==> src/rtl/mem_order_queue_if.sv <==
// Dispatch and issue handshake bundle for mem_order_queue.
// The master side is the dispatch/memory stage; the slave side is the queue itself.
interface mem_order_queue_if #(
  parameter int ROB_W  = 5,
  parameter int PREG_W = 6
);
  // Dispatch channel
  logic              in_valid;
  logic              in_ready;
  logic [ROB_W-1:0]  in_rob_tag;
  logic              in_is_store;
  logic [PREG_W-1:0] in_addr_reg;
  logic [PREG_W-1:0] in_data_reg;

  // Issue channel
  logic              out_valid;
  logic              out_ready;
  logic [ROB_W-1:0]  out_rob_tag;
  logic              out_is_store;
  logic [PREG_W-1:0] out_addr_reg;
  logic [PREG_W-1:0] out_data_reg;

  modport master (
    output in_valid, in_rob_tag, in_is_store, in_addr_reg, in_data_reg, out_ready,
    input  in_ready, out_valid, out_rob_tag, out_is_store, out_addr_reg, out_data_reg
  );

  modport slave (
    input  in_valid, in_rob_tag, in_is_store, in_addr_reg, in_data_reg, out_ready,
    output in_ready, out_valid, out_rob_tag, out_is_store, out_addr_reg, out_data_reg
  );
endinterface

==> src/rtl/mem_order_queue.sv <==
// Collapsing load/store ordering queue: index 0 is oldest, loads may bypass older loads,
// stores issue only from the head; supports ROB-tag flush and a valid/ready issue port.
module mem_order_queue #(
  parameter int DEPTH    = 8,
  parameter int ROB_W    = 5,
  parameter int PREG_W   = 6,
  parameter int NUM_PREG = 64
) (
  input  logic                       clk,
  input  logic                       rst,
  mem_order_queue_if.slave           bus,
  input  logic [NUM_PREG-1:0]        i_calc_list,
  input  logic [ROB_W-1:0]           i_rob_head,
  input  logic                       i_flush_valid,
  input  logic [ROB_W-1:0]           i_flush_rob_tag,
  output logic [$clog2(DEPTH+1)-1:0] o_count,
  output logic                       o_full,
  output logic                       o_empty
);

  localparam int CNT_W = $clog2(DEPTH + 1);
  localparam int IDX_W = $clog2(DEPTH);

  typedef struct packed {
    logic [ROB_W-1:0]  rob_tag;
    logic              is_store;
    logic [PREG_W-1:0] addr_reg;
    logic [PREG_W-1:0] data_reg;
  } entry_t;

  entry_t           r_ent [DEPTH];
  logic [DEPTH-1:0] r_vld;
  logic [CNT_W-1:0] r_count;

  entry_t           w_ent_nxt [DEPTH];
  logic [DEPTH-1:0] w_vld_nxt;
  logic [CNT_W-1:0] w_cnt_nxt;

  logic [DEPTH-1:0] w_elig;
  logic             w_found;
  logic [IDX_W-1:0] w_sel;
  logic             w_issue;
  logic             w_alloc;
  logic [IDX_W-1:0] w_wr_idx;
  logic [ROB_W-1:0] w_flush_age;
  entry_t           w_in_ent;

  // Modular distance from the ROB head; the only way tags are ever ordered.
  function automatic logic [ROB_W-1:0] age_of(input logic [ROB_W-1:0] tag,
                                              input logic [ROB_W-1:0] head);
    return tag - head;
  endfunction

  // NOTE: every signal written in an always_comb gets a default before any branch,
  // so no path leaves it unassigned and no latch is inferred.
  always_comb begin : eligibility
    logic store_older;
    logic rdy;
    store_older = 1'b0;
    rdy         = 1'b0;
    w_elig      = '0;
    for (int i = 0; i < DEPTH; i++) begin
      rdy = i_calc_list[r_ent[i].addr_reg] &
            (!r_ent[i].is_store | i_calc_list[r_ent[i].data_reg]);
      if (r_ent[i].is_store) begin
        // Index 0 means every older load and store has already left.
        w_elig[i] = r_vld[i] & rdy & (i == 0);
      end else begin
        w_elig[i] = r_vld[i] & rdy & !store_older;
      end
      if (r_vld[i] && r_ent[i].is_store) store_older = 1'b1;
    end
  end

  always_comb begin : select
    w_sel = '0;
    for (int i = DEPTH - 1; i >= 0; i--) begin
      if (w_elig[i]) w_sel = IDX_W'(i);
    end
    w_found = |w_elig;
  end

  assign bus.out_valid    = w_found & !i_flush_valid;
  assign bus.out_rob_tag  = r_ent[w_sel].rob_tag;
  assign bus.out_is_store = r_ent[w_sel].is_store;
  assign bus.out_addr_reg = r_ent[w_sel].addr_reg;
  assign bus.out_data_reg = r_ent[w_sel].data_reg;

  assign bus.in_ready = (r_count < CNT_W'(DEPTH));
  assign w_issue      = bus.out_valid & bus.out_ready;
  assign w_alloc      = bus.in_valid & bus.in_ready & !i_flush_valid;
  assign w_wr_idx     = IDX_W'(r_count - CNT_W'(w_issue));
  assign w_flush_age  = age_of(i_flush_rob_tag, i_rob_head);

  assign w_in_ent.rob_tag  = bus.in_rob_tag;
  assign w_in_ent.is_store = bus.in_is_store;
  assign w_in_ent.addr_reg = bus.in_addr_reg;
  assign w_in_ent.data_reg = bus.in_data_reg;

  always_comb begin : next_state
    w_ent_nxt = r_ent;
    w_vld_nxt = r_vld;
    w_cnt_nxt = r_count;
    if (i_flush_valid) begin
      // Index order equals age order, so squashed entries always form the tail
      // and the survivors stay packed from index 0.
      for (int i = 0; i < DEPTH; i++) begin
        if (age_of(r_ent[i].rob_tag, i_rob_head) > w_flush_age) w_vld_nxt[i] = 1'b0;
      end
      w_cnt_nxt = '0;
      for (int i = 0; i < DEPTH; i++) begin
        w_cnt_nxt = w_cnt_nxt + CNT_W'(w_vld_nxt[i]);
      end
    end else begin
      if (w_issue) begin
        for (int i = 0; i < DEPTH - 1; i++) begin
          if (IDX_W'(i) >= w_sel) begin
            w_ent_nxt[i] = r_ent[i+1];
            w_vld_nxt[i] = r_vld[i+1];
          end
        end
        w_vld_nxt[DEPTH-1] = 1'b0;
      end
      if (w_alloc) begin
        w_ent_nxt[w_wr_idx] = w_in_ent;
        w_vld_nxt[w_wr_idx] = 1'b1;
      end
      w_cnt_nxt = r_count + CNT_W'(w_alloc) - CNT_W'(w_issue);
    end
  end

  // NOTE: sequential state is written only with non-blocking assignments so every
  // register samples pre-edge values, independent of process ordering.
  always_ff @(posedge clk) begin
    if (rst) begin
      r_vld   <= '0;
      r_count <= '0;
    end else begin
      r_vld   <= w_vld_nxt;
      r_count <= w_cnt_nxt;
    end
  end

  // NOTE: the payload array is deliberately not reset; r_vld alone defines which
  // entries are live, so clearing the storage would only add reset fan-out.
  always_ff @(posedge clk) begin
    r_ent <= w_ent_nxt;
  end

  assign o_count = r_count;
  assign o_full  = (r_count == CNT_W'(DEPTH));
  assign o_empty = (r_count == '0);

endmodule
==> src/flat_wrapper.sv <==
// flat-port wrapper written by rule: the top's interface ports become plain ports
module mem_order_queue_flat 
#(
  parameter int DEPTH    = 8,
  parameter int ROB_W    = 5,
  parameter int PREG_W   = 6,
  parameter int NUM_PREG = 64
)
  (clk, rst, i_calc_list, i_rob_head, i_flush_valid, i_flush_rob_tag, o_count, o_full, o_empty, bus_in_valid, bus_in_rob_tag, bus_in_is_store, bus_in_addr_reg, bus_in_data_reg, bus_out_ready, bus_in_ready, bus_out_valid, bus_out_rob_tag, bus_out_is_store, bus_out_addr_reg, bus_out_data_reg);
  mem_order_queue_if #(.ROB_W(ROB_W), .PREG_W(PREG_W)) bus_i ();
  input  logic clk;
  input  logic rst;
  input  logic [NUM_PREG-1:0] i_calc_list;
  input  logic [ROB_W-1:0] i_rob_head;
  input  logic i_flush_valid;
  input  logic [ROB_W-1:0] i_flush_rob_tag;
  output logic [$clog2(DEPTH+1)-1:0] o_count;
  output logic o_full;
  output logic o_empty;
  input wire logic [$bits(bus_i.in_valid)-1:0] bus_in_valid;
  input wire logic [$bits(bus_i.in_rob_tag)-1:0] bus_in_rob_tag;
  input wire logic [$bits(bus_i.in_is_store)-1:0] bus_in_is_store;
  input wire logic [$bits(bus_i.in_addr_reg)-1:0] bus_in_addr_reg;
  input wire logic [$bits(bus_i.in_data_reg)-1:0] bus_in_data_reg;
  input wire logic [$bits(bus_i.out_ready)-1:0] bus_out_ready;
  output wire logic [$bits(bus_i.in_ready)-1:0] bus_in_ready;
  output wire logic [$bits(bus_i.out_valid)-1:0] bus_out_valid;
  output wire logic [$bits(bus_i.out_rob_tag)-1:0] bus_out_rob_tag;
  output wire logic [$bits(bus_i.out_is_store)-1:0] bus_out_is_store;
  output wire logic [$bits(bus_i.out_addr_reg)-1:0] bus_out_addr_reg;
  output wire logic [$bits(bus_i.out_data_reg)-1:0] bus_out_data_reg;
  assign bus_i.in_valid = bus_in_valid;
  assign bus_i.in_rob_tag = bus_in_rob_tag;
  assign bus_i.in_is_store = bus_in_is_store;
  assign bus_i.in_addr_reg = bus_in_addr_reg;
  assign bus_i.in_data_reg = bus_in_data_reg;
  assign bus_i.out_ready = bus_out_ready;
  assign bus_in_ready = bus_i.in_ready;
  assign bus_out_valid = bus_i.out_valid;
  assign bus_out_rob_tag = bus_i.out_rob_tag;
  assign bus_out_is_store = bus_i.out_is_store;
  assign bus_out_addr_reg = bus_i.out_addr_reg;
  assign bus_out_data_reg = bus_i.out_data_reg;
  mem_order_queue #(.DEPTH(DEPTH), .ROB_W(ROB_W), .PREG_W(PREG_W), .NUM_PREG(NUM_PREG)) u_core (.clk(clk), .rst(rst), .bus(bus_i), .i_calc_list(i_calc_list), .i_rob_head(i_rob_head), .i_flush_valid(i_flush_valid), .i_flush_rob_tag(i_flush_rob_tag), .o_count(o_count), .o_full(o_full), .o_empty(o_empty));
endmodule
==> config.mk <==
export PLATFORM = sky130hd
export DESIGN_NAME = mem_order_queue_flat
export DESIGN_NICKNAME = d
export VERILOG_FILES = /design/src/rtl/mem_order_queue_if.sv /design/src/rtl/mem_order_queue.sv /design/src/flat_wrapper.sv
export SDC_FILE = /design/constraint.sdc
export NUM_CORES = 1
export LEC_CHECK = 0
export ABC_AREA = 1
export ABC_CLOCK_PERIOD_IN_PS = 13510
export CELL_PAD_IN_SITES_DETAIL_PLACEMENT = 1
export CELL_PAD_IN_SITES_GLOBAL_PLACEMENT = 1
export CORE_MARGIN = 4
export CORE_UTILIZATION = 47
export CTS_CLUSTER_SIZE = 16
export DETAILED_ROUTE_END_ITERATION = 12
export PLACE_DENSITY_LB_ADDON = 0.05
export SKIP_LAST_GASP = 1
export SLEW_MARGIN = 20
export SYNTH_ARGS = -nofsm -noshare
export SYNTH_HDL_FRONTEND = slang
export SYNTH_SLANG_ARGS = --single-unit
==> constraint.sdc <==
create_clock -name clk -period 13.51 [get_ports clk]
set_clock_uncertainty 0.2 [all_clocks]
set_input_delay 3.3775 -clock clk [delete_from_list [all_inputs] [get_ports clk]]
set_output_delay 3.3775 -clock clk [all_outputs]
set_load 0.005 [all_outputs]
# After elaboration in Yosys (flattened, before gate mapping)
# Cells that the tools add are included.
totals:
  ff_bits: 156
  input_bits: 97
  out_inout_bits: 26
  wordCells: 258
op_classes:
  addsub: 19
  order_cmp: 37
  eq_ne: 1
  mux: 100
  n_bitwise: 39
  n_reduce_logical: 28
ops:
  columns: ["op", "count"]
  rows:
  - ["$mux 126", 2]
  - ["$mux 18", 10]
  - ["$bwmux 144", 1]
  - ["$mux 144", 1]
  - ["$lt 6x7->1 const B", 16]
  - ["$bmux 1 s6", 16]
  - ["$bmux 18 s3", 1]
  - ["$demux 18 s3", 1]
  - ["$mux 1", 54]
  - ["$sub 5x5->5", 9]
  - ["$gt 5x5->1", 8]
  - ["$mux 8", 4]
  - ["$add 4x1->4", 7]
  - ["$and 1x1->1", 27]
  - ["$mux 3", 8]
  - ["$logic_not 1->1", 16]
  - ["$ge 3x3->1 const A", 3]
  - ["$logic_and 1x1->1", 9]
  - ["$ge 4x4->1 const B", 2]
  - ["$not 3->4", 2]
  - ["$or 1x1->1", 8]
  - ["$or 8x8->8", 1]
  - ["$reduce_or 8->1", 1]
  - ["$ge 1x3->1 const A", 2]
  - ["other kinds (14)", 15]

# Longest topological paths before layout
# Gate-level depths: netlist (run 1).
logic_depth:
  ltp_word: 26
  mapped_depth: 30

# Least setup slack after synthesis (run 1)
# OpenSTA, ideal clock, no wires.
synth_path:
  path_kind: "input to output"
  startpoint: "in i_flush_valid"
  endpoint: "out bus_out_valid"
  arrival_time_ns: 7.398
  required_ns: 9.932
  setup_slack_ns: 2.535
  cell_stages: 4
  n_path_buf: 1
  cell_sequence: "clkinv_1 -> clkbuf_1 -> nand2_1 -> inv_1"
synth_between:
  elab_chain_cells: 2
synth_rtl:
  columns: ["item", "line_no", "text"]
  rows:
  - ["start: declaration", "flat_wrapper.sv:15", "input logic i_flush_valid;"]
  - ["$logic_not 1->1", "mem_order_queue.sv:83", "assign bus.out_valid = w_found & !i_flush_valid;"]
  - ["$and 1x1->1", "mem_order_queue.sv:83", null]
  - ["end: declaration", "flat_wrapper.sv:27", "output wire logic [$bits(bus_i.out_valid)-1:0] bus_out_valid;"]
# No other way between the ends.

# Worst setup path in the final report (run 1)
layout_path:
  startpoint: "in i_calc_list[32]"
  endpoint: "out bus_out_addr_reg[5]"
layout_between:
  elab_chain_cells: 19
layout_rtl:
  columns: ["item", "line_no", "text"]
  rows:
  - ["start: declaration", "flat_wrapper.sv:13", "input logic [NUM_PREG-1:0] i_calc_list;"]
  - ["$bmux 1 s6", "mem_order_queue.sv:64", "(!r_ent[i].is_store | i_calc_list[r_ent[i].data_reg]);"]
  - ["$mux 1 (implied by the code)", "mem_order_queue.sv:64", null]
  - ["$or 1x1->1", "mem_order_queue.sv:64", null]
  - ["$and 1x1->1", "mem_order_queue.sv:63", "rdy = i_calc_list[r_ent[i].addr_reg] &"]
  - ["$and 1x1->1", null, null]
  - ["$and 1x1->1", "mem_order_queue.sv:69", "w_elig[i] = r_vld[i] & rdy & !store_older;"]
  - ["$mux 1", "mem_order_queue.sv:65", "if (r_ent[i].is_store) begin"]
  - ["$mux 3 (7 in a row)", "mem_order_queue.sv:78", "if (w_elig[i]) w_sel = IDX_W'(i);"]
  - ["$mux 3 *", "mem_order_queue.sv:78", null]
  - ["$not 3->4 (implied by the code) *", "mem_order_queue.sv:86", "assign bus.out_addr_reg = r_ent[w_sel].addr_reg;"]
  - ["$bmux 18 s3 *", "mem_order_queue.sv:86", null]
  - ["$mux 18 * (2 in a row)", null, null]
  - ["end: declaration", "flat_wrapper.sv:30", "output wire logic [$bits(bus_i.out_addr_reg)-1:0] bus_out_addr_reg;"]
# Every way passes the cells marked *; elsewhere a longest branch is shown, timed or not. The select of a mux whose other input is x is not followed.

==> metrics.yaml, run 1 <==
status: "complete, no violations"
ir_worst_vdd_mv: 0.100
cap_violations: 0
fp.dieH_microns: 205
die_area_sq_um: 42100
synth_area_per_cell_sq_um: 6.19
synth_edf_count: 144
place_area_sq_um: 19400
synth_compound_area_share_pct: 12.8
ys_types: 43
drc: 0
crit_path_end_kind: "output port"
slowest_stage: "clkdlybuf4s50_1"
synthTopCellsByCount: "nand2_1 (809), nand3_1 (655), inv_1 (311), a21oi_1 (172), nor2_1 (160)"
hold_buffers: 0
rows: 71
cts_setup_buffers: 0
synth_simple_gate_area_share_pct: 40.1
netlist.area_leader.share_pct: 23.6
maxSlewViolCount: 0
cpPeakStageDelay_ns: 0.81
synth_fa_ha_area_share_pct: 7.42
hp-class: "flop to flop"
worstPathArrival_ns: 8.11
start_util_pct: 48.1
fin_setup_tns_ns: 0
p_per_area_nw_per_um2: 144
finalSetupViolations: 0
startpoint: "i_calc_list[32]"
syn_to_final_growth_pct: 8.97
max_freq_ghz: 0.0856
num-fill-cells: 5272
cts_root_buffer: "clkbuf_16"
critPathLaunchType: "input pin"
clk_pin_slew_ns: 0.06
port_buffers: 122
crit_required_ns: 9.93
cts_max_path_buffers: 2
critical_path_class: "input pin to output port"
synth_warnings: 0
post-route-util_pct: 52.4
final_cells: 3449
drive_gt1_share_pct: 3.92
grt_first_pass_wirelength_microns: 143000
gp_congestion: 1.10
synth_ff_type: "edfxtp_1"
drt_iter0_drc: 2660
crit_fanout: 75
dp_hpwl_microns: 66900
netlist_area_sq_um: 18300
cts_made_buffers: 17
cp_cell_sequence: "clkdlybuf4s50_1 -> inv_1 -> o211ai_1 -> nand3_1 -> nand3_1 -> nand3_1 -> nand3_1 -> nand2_1 -> nor2_2 -> inv_1 -> nand2_4 -> nand2_4 -> inv_2 -> nand2_1 -> nand3_1 -> nand4_1 -> clkdlybuf4s50_1"
rsz0062_at_grt: "false"
yosysSeqAreaShare_pct: 25.0
synth_nets: 3152
r2r_setup_slack_ns: 6.59
postCtsResizedCells: 0
ant_nets: 0
period_needed_ns: 11.68
hold_start: "u_core.r_vld[7]"
power.leakage_uw: 0.00943
grt_pass1_vias: 23100
clock-sinks: 156
synth.most_common_cell: "nand2_1"
fp.dieW_microns: 205
avgRoutedWirePerCell_microns: 27.9
viasPerCell: 6.65
grt_usage_pct: 44.8
tightest_slew_ns: 1.26
core_region_area_sq_um: 38000
synth-seq-cells: 156
pin_count: 123
htree_levels: 4
cts_tree: "built"
synth_area_leaders: "edfxtp_1 (24%), nand3_1 (18%), nand2_1 (17%), inv_1 (6.4%), ha_1 (5.9%)"
num_vias: 22900
grt_max_degree: 76
hold_viol: 0
synth_cells: 2955
nets: 3120
clk_latency_ns: 0.45
fin_total_pwr_uw: 2860
routed_wl_microns: 96400
yosys.area.top_type: "edfxtp_1"
synth_top_family_by_area: "simple AND/OR/NAND/NOR gates"
dr.pass1.iters: 6
antenna_found_initial: 1
reg2reg_from: "u_core.r_ent[98]"
maxSlewHeadroom_pct: 16.0
synthMuxAreaShare_pct: 0
async_flop_share_pct: 0
crit_path_frequent_cell: "nand3_1"
period_share_pct: 86.5
stdcell_area_sq_um: 19900
synth_xor_area_share_pct: 1.87
dp.cells: 3415
grt_overflow: 0
cell usage in the layout (no fill, tap or decap), drive strengths merged, types with 6 or more instances in the layout:
cell type      netlist  routed
a21oi              173     173
a31oi                7       7
buf                146      36
clkbuf              63      19
clkdlybuf4s50        0     122
clkinv               8      13
dfxtp               12      12
edfxtp             144     144
fa                  14      14
ha                  86      86
inv                336     339
nand2              818     818
nand3              659     659
nand3b               6       6
nand4               21      21
nor2               166     166
nor3                 7       7
o211ai              47      47
o21ai              168     168
o22ai               11      11
xnor2               12      12
xor2                27      27
logic make-up (layout without fill, tap and decap cells):
family / Yosys count / in the layout
compound gates: 426 / 426
buf+inv: 553 / 534
flops: 156 / 156
other cells: 0 / 2
fa+ha+maj: 100 / 100
xor+xnor: 39 / 39
simple gates: 1681 / 1681
final cells by class:
class	instances	area, sq um	share of cell area [%]
inverters	344	1300	6.53
clock inverters	13	119	0.596
well taps	511	639	3.21
diodes	2	5.00	0.0251
repair buffers	158	1490	7.48
clock buffers	19	433	2.17
flip-flops and latches	156	4560	22.9
multi-input cells	2246	11400	57.1
power by group:
| group | leakage [uW] | switching [uW] | internal, uW |
|---|---|---|---|
| Sequential | 0.00150 | 143 | 645 |
| Clock | 0.000257 | 223 | 255 |
| Combinational | 0.00768 | 1070 | 524 |
| Total | 0.00943 | 1440 | 1420 |
final timing paths:
kind,cells past startpoint,endpoint
setup / recovery,17,bus_out_addr_reg[5]
hold / removal,2,u_core.r_vld[7]
setup reg to reg,23,u_core.r_ent[138]
hold reg to reg,2,u_core.r_vld[7]
metrics by stage:
step / hold slack (ns) / setup slack [ns]
final: 0.342 / 1.83
after global routing: 0.386 / 1.88
after floorplan: 0.268 / 2.53
after detailed placement: 0.328 / 2.07
after global placement: 0.311 / 2.21
after CTS: 0.341 / 2.07
metal layers:
| metal | track usage [%] | up-vias | wire length (microns) |
|---|---|---|---|
| li1 | - | 9755 | - |
| met1 | 51.5 | 11000 | 33500 |
| met2 | 70.8 | 1602 | 42600 |
| met3 | 10.4 | 618 | 10400 |
| met4 | 37.0 | 0 | 9900 |
| met5 | 0 | - | 0 |
critical path: cells and delay by family:
kind / cells / cell delay, ns
buf+inv: 5 / 2.42
simple gates: 11 / 1.86
compound gates: 1 / 0.38
Power figures use the tool's default switching activity.
==> run 2: changes to the inputs <==
Settings changed: RECOVER_POWER from default to 25, SETUP_SLACK_MARGIN from default to 0.2.
==> run 2 against run 1 <==
  * The run now ends with capacitance limit, slew limit left
  * Wire length about the same
  * Fmax decreased by 4.9%
  * Register-to-register slack got worse by 0.08 ns
  * Combinational power about the same
  * Clock-buffer cell count unchanged
  * Total power about the same
  * First-iteration DRC count increased by 0.15%
  * Core utilization about the same
  * Critical path depth decreased by 12
  * Hold slack got worse by 0.0010 ns
  * Critical path type unchanged
==> metrics.yaml, run 2 (synthesized netlist as in run 1, its figures left out) <==
port_buffers: 122  # unchanged
hold_buffers: 0  # unchanged
cts_root_buffer: "clkbuf_16"
cts_max_path_buffers: 2  # unchanged
grt_overflow: 0  # unchanged
fp.dieH_microns: 205  # unchanged
rows: 71  # unchanged
dr.pass1.iters: 6  # unchanged
cap_violations: 1  # +1
crit_path_end_kind: "output port"
fin_ws_ns: 1.22  # -0.607 ns
violations: "capacitance limit, slew limit"
status: "finished with violations"
clk_latency_ns: 0.45  # about the same
maxSlewHeadroom_pct: -129  # -140 points
pin_count: 123  # unchanged
rsz0062_at_grt: "false"
fp.dieW_microns: 205  # unchanged
routed_wl_microns: 96300  # about the same
finalSetupViolations: 0  # unchanged
period_needed_ns: 12.29  # +0.607 ns
ant_nets: 0  # unchanged
antenna_found_initial: 1  # unchanged
nets: 3120  # unchanged
cts_made_buffers: 17  # unchanged
num_vias: 22900  # -0.22%
crit_required_ns: 9.93  # about the same
drive_gt1_share_pct: 3.92  # unchanged
viasPerCell: 6.64  # -0.19%
dp_hpwl_microns: 66900  # unchanged
cts_setup_buffers: 0  # unchanged
final_cell_mix: "nand2_1 (809), nand3_1 (655), inv_1 (310), a21oi_1 (172), nor2_1 (157)"
gp_congestion: 1.10  # unchanged
crit_fanout: 70  # -6.7%
clock-sinks: 156  # unchanged
htree_levels: 4  # unchanged
syn_to_final_growth_pct: 8.94  # about the same
maxSlewViolCount: 71  # +71
grt_first_pass_wirelength_microns: 143000  # unchanged
hp-class: "flop to flop"
clk_pin_slew_ns: 0.07  # about the same
grt_pass1_vias: 23100  # unchanged
hold_viol: 0  # unchanged
grt_usage_pct: 44.8  # unchanged
grt_max_degree: 76  # unchanged
p_per_area_nw_per_um2: 143  # about the same
layout_commonest_cell: "nand2_1"
cts_tree: "built"
ir_worst_vdd_mv: 0.100  # about the same
postCtsResizedCells: 0  # unchanged
critical_path_class: "input pin to output port"
start_util_pct: 48.1  # unchanged
drt_iter0_drc: 2664  # +0.15%
avgRoutedWirePerCell_microns: 27.9  # about the same
max_freq_ghz: 0.0814  # -4.9%
power.leakage_uw: 0.00944  # about the same
critPathLaunchType: "input pin"
die_area_sq_um: 42100  # unchanged
period_share_pct: 91.0  # +4.5 points
fin_setup_tns_ns: 0  # unchanged
drc: 0  # unchanged
core_region_area_sq_um: 38000  # unchanged
tightest_slew_ns: 3.41  # +2.15 ns
worstPathArrival_ns: 8.71  # +0.60 ns
dp_worst_setup_slack_ns: 2.07  # unchanged
[run 2: changes by cell type in the layout (fill, tap and decap cells not counted)]
cell,previous run,this run
diode_2,2,1
clkdlybuf4s50_1,122,98
clkinvlp_2,0,1
inv_6,3,2
dlygate4sd3_1,0,24
[run 2: worst paths after layout]
kind | from | end | slack (ns) | cells past startpoint
max | i_flush_valid | bus_out_valid | 1.22 | 5
min reg2reg | u_core.r_vld[7] | u_core.r_vld[7] | 0.34 | 2
min | u_core.r_vld[7] | u_core.r_vld[7] | 0.34 | 2
max reg2reg | u_core.r_ent[98] | u_core.r_ent[138] | 6.51 | 23
[run 2: metal layers]
metal	vias to the layer above	track usage (%)	wire length [microns]
met2	1578	70.8	42300
met3	615	10.4	10400
met5	-	0	0
met1	10900	51.5	33500
met4	0	37.0	10100
li1	9749	-	-
[run 2: critical path: stages]
cell	delay, ns
dlygate4sd3_1	0.96
clkinvlp_2	2.76
nand2_1	0.97
inv_1	0.09
clkdlybuf4s50_1	0.49
[run 2: stage by stage]
stage	instances	util, %	power [uW]	hold WS, ns	area (sq um)
final	3448	52.4	2860	0.341	19900
after global routing	3447	52.4	3000	0.386	19900
after CTS	3447	52.4	2800	0.341	19900
after detailed placement	3415	51.0	2310	0.328	19400
after global placement	3415	51.0	2230	0.311	19400
after floorplan	2955	-	1710	0.268	18300
[run 2: area by class of cell]
class | instances | area (sq um)
inverter | 344 | 1300
timing repair buffer | 158 | 1490
antenna | 1 | 2.50
multi-input combinational | 2246 | 11400
fill | 5273 | 18100
clock buffer | 19 | 433
clock inverter | 13 | 119
tap | 511 | 639
sequential | 156 | 4560
[run 2: report_power, final]
group | switching (uW) | leakage, uW | internal, uW | total, uW
Combinational | 1070 | 0.00769 | 522 | 1590
Clock | 224 | 0.000257 | 255 | 478
Sequential | 143 | 0.00150 | 646 | 788
Total | 1440 | 0.00944 | 1420 | 2860
